<file path="src/rtl/operand_feeder.sv">
// Operand feeder: streams N stored (x, theta) operand pairs per frame
// to a downstream stage over independent strobe/ack channels.
module operand_feeder #(
    parameter int N = 3,
    parameter int W = 32
) (
    input  logic         clk,
    input  logic         rst,
    input  logic         load_we,
    input  logic         load_sel,
    input  logic [1:0]   load_addr,
    input  logic [W-1:0] load_data,
    input  logic         start,
    input  logic         next_req,
    output logic [W-1:0] output_x,
    output logic [W-1:0] output_theta,
    output logic         output_x_stb,
    output logic         output_theta_stb,
    input  logic         output_x_ack,
    input  logic         output_theta_ack,
    output logic         busy,
    output logic         done,
    output logic [7:0]   frame_cnt
);

    typedef enum logic [1:0] {
        IDLE      = 2'd0,
        PRESENT   = 2'd1,
        WAIT_NEXT = 2'd2,
        DONE      = 2'd3
    } state_t;

    localparam logic [1:0] LAST = 2'(N - 1);

    state_t       state;
    state_t       state_nx;
    logic [1:0]   idx;
    logic [1:0]   idx_nx;
    logic         pending;
    logic         x_left;
    logic         th_left;
    logic         pair_done;
    logic         advance;
    logic         mem_we;

    logic [W-1:0] x_mem  [N];
    logic [W-1:0] th_mem [N];

    assign idx_nx    = idx + 2'd1;
    assign x_left    = output_x_stb & ~output_x_ack;
    assign th_left   = output_theta_stb & ~output_theta_ack;
    assign pair_done = ~x_left & ~th_left;
    assign advance   = pending | next_req;
    assign mem_we    = load_we && (state == IDLE) && (load_addr <= LAST);

    // Operand store: writable only while idle, no reset
    always_ff @(posedge clk) begin
        if (mem_we) begin
            if (load_sel)
                th_mem[load_addr] <= load_data;
            else
                x_mem[load_addr] <= load_data;
        end
    end

    // State register
    always_ff @(posedge clk or negedge rst) begin
        if (!rst)
            state <= IDLE;
        else
            state <= state_nx;
    end

    // Next-state logic
    always_comb begin
        state_nx = state;
        unique case (state)
            IDLE:      if (start) state_nx = PRESENT;
            PRESENT:   if (pair_done)
                           state_nx = (idx == LAST) ? DONE : WAIT_NEXT;
            WAIT_NEXT: if (advance) state_nx = PRESENT;
            DONE:      state_nx = IDLE;
        endcase
    end

    // Datapath: operand registers, strobes, index, pending flag, counter
    always_ff @(posedge clk or negedge rst) begin
        if (!rst) begin
            idx              <= 2'd0;
            pending          <= 1'b0;
            output_x         <= '0;
            output_theta     <= '0;
            output_x_stb     <= 1'b0;
            output_theta_stb <= 1'b0;
            frame_cnt        <= 8'd0;
        end else begin
            unique case (state)
                IDLE: begin
                    if (start) begin
                        idx              <= 2'd0;
                        output_x         <= x_mem[0];
                        output_theta     <= th_mem[0];
                        output_x_stb     <= 1'b1;
                        output_theta_stb <= 1'b1;
                        pending          <= 1'b0;
                    end
                end
                PRESENT: begin
                    if (output_x_ack)     output_x_stb     <= 1'b0;
                    if (output_theta_ack) output_theta_stb <= 1'b0;
                    if (next_req)         pending          <= 1'b1;
                end
                WAIT_NEXT: begin
                    if (advance) begin
                        idx              <= idx_nx;
                        output_x         <= x_mem[idx_nx];
                        output_theta     <= th_mem[idx_nx];
                        output_x_stb     <= 1'b1;
                        output_theta_stb <= 1'b1;
                        pending          <= 1'b0;
                    end
                end
                DONE: begin
                    frame_cnt <= frame_cnt + 8'd1;
                    pending   <= 1'b0;
                end
            endcase
        end
    end

    // Status outputs decoded from state
    always_comb begin
        busy = (state != IDLE);
        done = (state == DONE);
    end

endmodule
</file>
<file path="config.mk">
export PLATFORM = sky130hd
export DESIGN_NAME = operand_feeder
export DESIGN_NICKNAME = d
export VERILOG_FILES = /design/src/rtl/operand_feeder.sv
export SDC_FILE = /design/constraint.sdc
export NUM_CORES = 1
export LEC_CHECK = 0
export BUFFER_PORTS_ARGS = -buffer_cell sky130_fd_sc_hd__buf_2
export CAP_MARGIN = 20
export CORE_ASPECT_RATIO = 0.8
export CORE_UTILIZATION = 55
export DETAILED_ROUTE_END_ITERATION = 12
export MAX_ROUTING_LAYER = met4
export PLACE_DENSITY = 0.76
export SYNTH_ARGS = -nofsm -noshare
export SYNTH_HDL_FRONTEND = slang
export SYNTH_SLANG_ARGS = --single-unit
</file>
<file path="constraint.sdc">
create_clock -name clk -period 6.3 [get_ports clk]
set_input_delay 0.315 -clock clk [delete_from_list [all_inputs] [get_ports clk]]
set_output_delay 0.315 -clock clk [all_outputs]
set_load 0.005 [all_outputs]
</file>
==> impl_metrics.py <==
metrics = {
    "place": {
        "globalplace.congestion": 0.781,
        "pre_cts_slack_ps": 3480,
        "placedInstanceArea_um2": 10800,
        "dp_hpwl_um": 12400,
        "placed_cells": 952,
        "port_buffers": 117,
    },
    "sta": {
        "finalCriticalPeriod_ps": 2850,
        "finClkSkew_ps": 17.8,
        "finalWorstSetupSlack_ps": 3450,
        "finalMaxSlewViolations": 0,
        "fmax_mhz": 350,
        "tns_ps": 0,
        "finalSetupViolCount": 0,
        "slew_headroom": 0.354,
        "worstMarginPinSlew_ps": 969,
        "rsz0062_at_grt": "no",
        "fin_hold_ws_ps": 37.9,
        "fin_crit_sh": 0.453,
        "hold_viol": 0,
    },
    "floorplanning": {
        "die_area_um2": 18700,
        "row_count": 43,
        "start_util": 0.568,
        "io_pins": 118,
        "die_x_um": 153,
        "coreArea_um2": 17500,
        "fp.dieH_um": 122,
    },
    "outcome": {
        "status": "complete, but fails checks",
        "violations": "DRC",
    },
    "pwr": {
        "swShare": 0.303,
        "switching_power_mw": 1.56,
        "power.internal_mw": 3.58,
        "power_density_nw_per_um2": 439,
        "combPwrFrac": 0.226,
        "p_leak_nw": 4.07,
        "seqPwrFrac": 0.473,
        "ir_drop_mv": 0.316,
        "total_power_mw": 5.14,
        "clkPwrFrac": 0.301,
    },
    "critical_path": {
        "path_max_fanout": 69,
        "critPathArrivalTime_ps": 3180,
        "path_class": "reg2reg",
        "r2r-start": "state[1]$_DFFE_PN0P_",
        "cp-start-kind": "flop",
        "required_ps": 6630,
        "rrSetupSlack_ps": 3450,
        "r2r_cells": 4,
        "cp-end-kind": "flop",
        "r2r_end": "output_theta[30]$_DFFE_PN0P_",
    },
    "clocking": {
        "clockBufferDepth": 3,
        "cts-resized-gates": 0,
        "cts_setup_buffers": 0,
        "tritoncts": "yes",
        "htree_levels": 1,
        "cts_sinks": 271,
        "cts_buffers": 26,
        "clock_latency_ps": 520,
        "clk_pin_slew_worst_paths_ps": 60,
        "cts_root_buffer": "clkbuf_16",
    },
    "logic_synthesis": {
        "ys_ff_latch": 271,
        "syn-num-nets": 696,
        "yosys.area.top_type": "edfxtp_1",
        "syn_area_um2": 9970,
        "syn_area_per_cell_um2": 15.3,
        "yosys.area_share.simple": 0.0241,
        "ys_types": 37,
        "synthXorXnorAreaFrac": 0.00615,
        "syn_inst": 652,
        "synth_top_area_share": 0.578,
        "synth_area_leaders": "edfxtp_1 58%, dfrtp_1 20%, a22oi_1 4.7%, a31oi_1 4.0%, a21oi_1 3.5%",
        "synth_top_family_by_area": "compound AO/OA/AOI/OAI gates",
        "yosys.area_share.adder": 0.00251,
        "yosysSeqAreaShare": 0.777,
        "synth.area.mux_share": 0.00213,
        "synth_compound_area_frac": 0.161,
        "yosys_warnings": 0,
    },
    "detailed_routing": {
        "drtIter0Drc": 650,
        "drc": 10,
        "ant_nets": 0,
        "wl_per_cell_um": 23.1,
        "dr.pass1.iters": 9,
        "vias_per_cell": 6.27,
        "wirelength_um": 23200,
        "num_vias": 6299,
    },
    "global_route": {
        "grt_use_total": 0.259,
        "grt_max_degree": 80,
        "grt_overflow": 0,
        "antenna_found_initial": 2,
        "grt_pass1_wl_um": 35300,
        "grt_pass1_vias": 6192,
    },
    "cells_and_area": {
        "fin_area_um2": 11700,
        "final_cells": 1005,
        "drive_above_1_share": 0.237,
        "areaGrowthSynthToFinish_pct": 17.3,
        "finish.utilization": 0.667,
        "nets": 802,
    },
    "hold_path": {
        "hold_end": "th_mem[1][31]$_DFFE_PP_",
        "min_from": "load_data[31]",
        "holdPathStages": 1,
        "min_path_type": "in2reg",
    },
    "run": {
        "drv_cap": 0,
    },
}
## sequential cells by signal, summed over array words and instances, names as in the netlist
register	flops
th_mem	96
x_mem	96
output_theta	32
output_x	32
frame_cnt	8
idx	2
state	2
output_theta_stb	1
output_x_stb	1
pending	1
## worst max-delay path: stages (launching register included)
cell and delay (ps):
dfrtp_1 550, or3b_4 960, and2_2 280, buf_4 620
a31oi_1 230
## worst max-delay path by stage
| stage | from | endpoint | cells past startpoint |
|---|---|---|---|
| after floorplan | state[0]$_DFFE_PN0P_ | th_mem[2][0]$_DFFE_PP_ | 5 |
| after global placement | state[1]$_DFFE_PN0P_ | output_x[18]$_DFFE_PN0P_ | 4 |
| after detailed placement | state[1]$_DFFE_PN0P_ | output_theta[30]$_DFFE_PN0P_ | 4 |
| after CTS | state[1]$_DFFE_PN0P_ | output_theta[30]$_DFFE_PN0P_ | 4 |
| after global routing | state[1]$_DFFE_PN0P_ | output_theta[30]$_DFFE_PN0P_ | 4 |
| final | state[1]$_DFFE_PN0P_ | output_theta[30]$_DFFE_PN0P_ | 4 |
## synth_stat cells
| cell type | instances |
|---|---|
| a21o_1 | 1 |
| a21oi_1 | 70 |
| a22oi_1 | 63 |
| a31oi_1 | 64 |
| and2_0 | 1 |
| and2_1 | 3 |
| and3_1 | 1 |
| and4_1 | 1 |
| and4bb_1 | 1 |
| buf_2 | 5 |
| buf_4 | 1 |
| buf_6 | 6 |
| clkbuf_1 | 42 |
| dfrtp_1 | 79 |
| edfxtp_1 | 192 |
| ha_1 | 2 |
| inv_1 | 5 |
| mux2_2 | 1 |
| mux2i_1 | 1 |
| nand2_1 | 8 |
| nand2b_1 | 4 |
| nand4_1 | 4 |
| nor2_1 | 8 |
| nor2b_1 | 2 |
| nor3_1 | 2 |
| nor3b_1 | 1 |
| nor4_1 | 1 |
| nor4bb_1 | 2 |
| o21ai_0 | 67 |
| o21ba_2 | 1 |
| o22ai_1 | 1 |
| o311ai_0 | 1 |
| o32ai_1 | 1 |
| or2_2 | 2 |
| or3b_1 | 1 |
| xnor2_1 | 6 |
| xor2_1 | 1 |
## power groups by stage
stage / Clock (mW) / Sequential [mW] / Combinational [mW]
after global placement: 0 / 2.44 / 1.10
final: 1.55 / 2.43 / 1.16
after global routing: 1.63 / 2.46 / 1.28
after floorplan: 0 / 2.40 / 0.691
after detailed placement: 0 / 2.45 / 1.16
after CTS: 1.57 / 2.43 / 1.16
## routing by layer
metal | vias up | global-route usage | wire length (µm)
met5 | - | - | 0
met2 | 324 | 0.412 | 11100
li1 | 2773 | - | -
met3 | 24 | 0.0540 | 2090
met4 | 0 | 0.0556 | 270
met1 | 3178 | 0.352 | 9680
## final cells by class
class / instances / area, µm²
repair buffers: 132 / 781
well taps: 225 / 282
diodes: 2 / 5.00
inverters: 5 / 18.8
clock buffers: 34 / 712
multi-input cells: 322 / 2010
flip-flops and latches: 271 / 7740
fillers: 1197 / 5850
clock inverters: 14 / 144
## cells by family (layout without fill, tap and decap cells)
kind of cell	count (synthesis)	after routing
muxes	2	2
other	0	2
DFF	271	271
xor gates and xnor gates	7	7
and+or+nand+nor	42	42
AOI/OAI and AO/OA	269	269
buffers and inverters	59	185
adders and majority gates	2	2
## layout by cell type, fill, tap and decap left out, drive strengths merged, types with 8 or more instances in the layout
cell type / netlist / final
dfrtp: 79 / 79
o21ai: 67 / 67
clkbuf: 42 / 34
a22oi: 63 / 63
nor2: 8 / 8
buf: 12 / 131
a31oi: 64 / 64
a21oi: 70 / 70
edfxtp: 192 / 192
clkinv: 0 / 9
nand2: 8 / 8
## timing repair
action	4_1_cts	5_1_grt
hold buffers	0	1
hold endpoints to repair	0	18
endpoints found under the setup margin	0	0
Note: power is estimated with default switching activity, not from simulation.
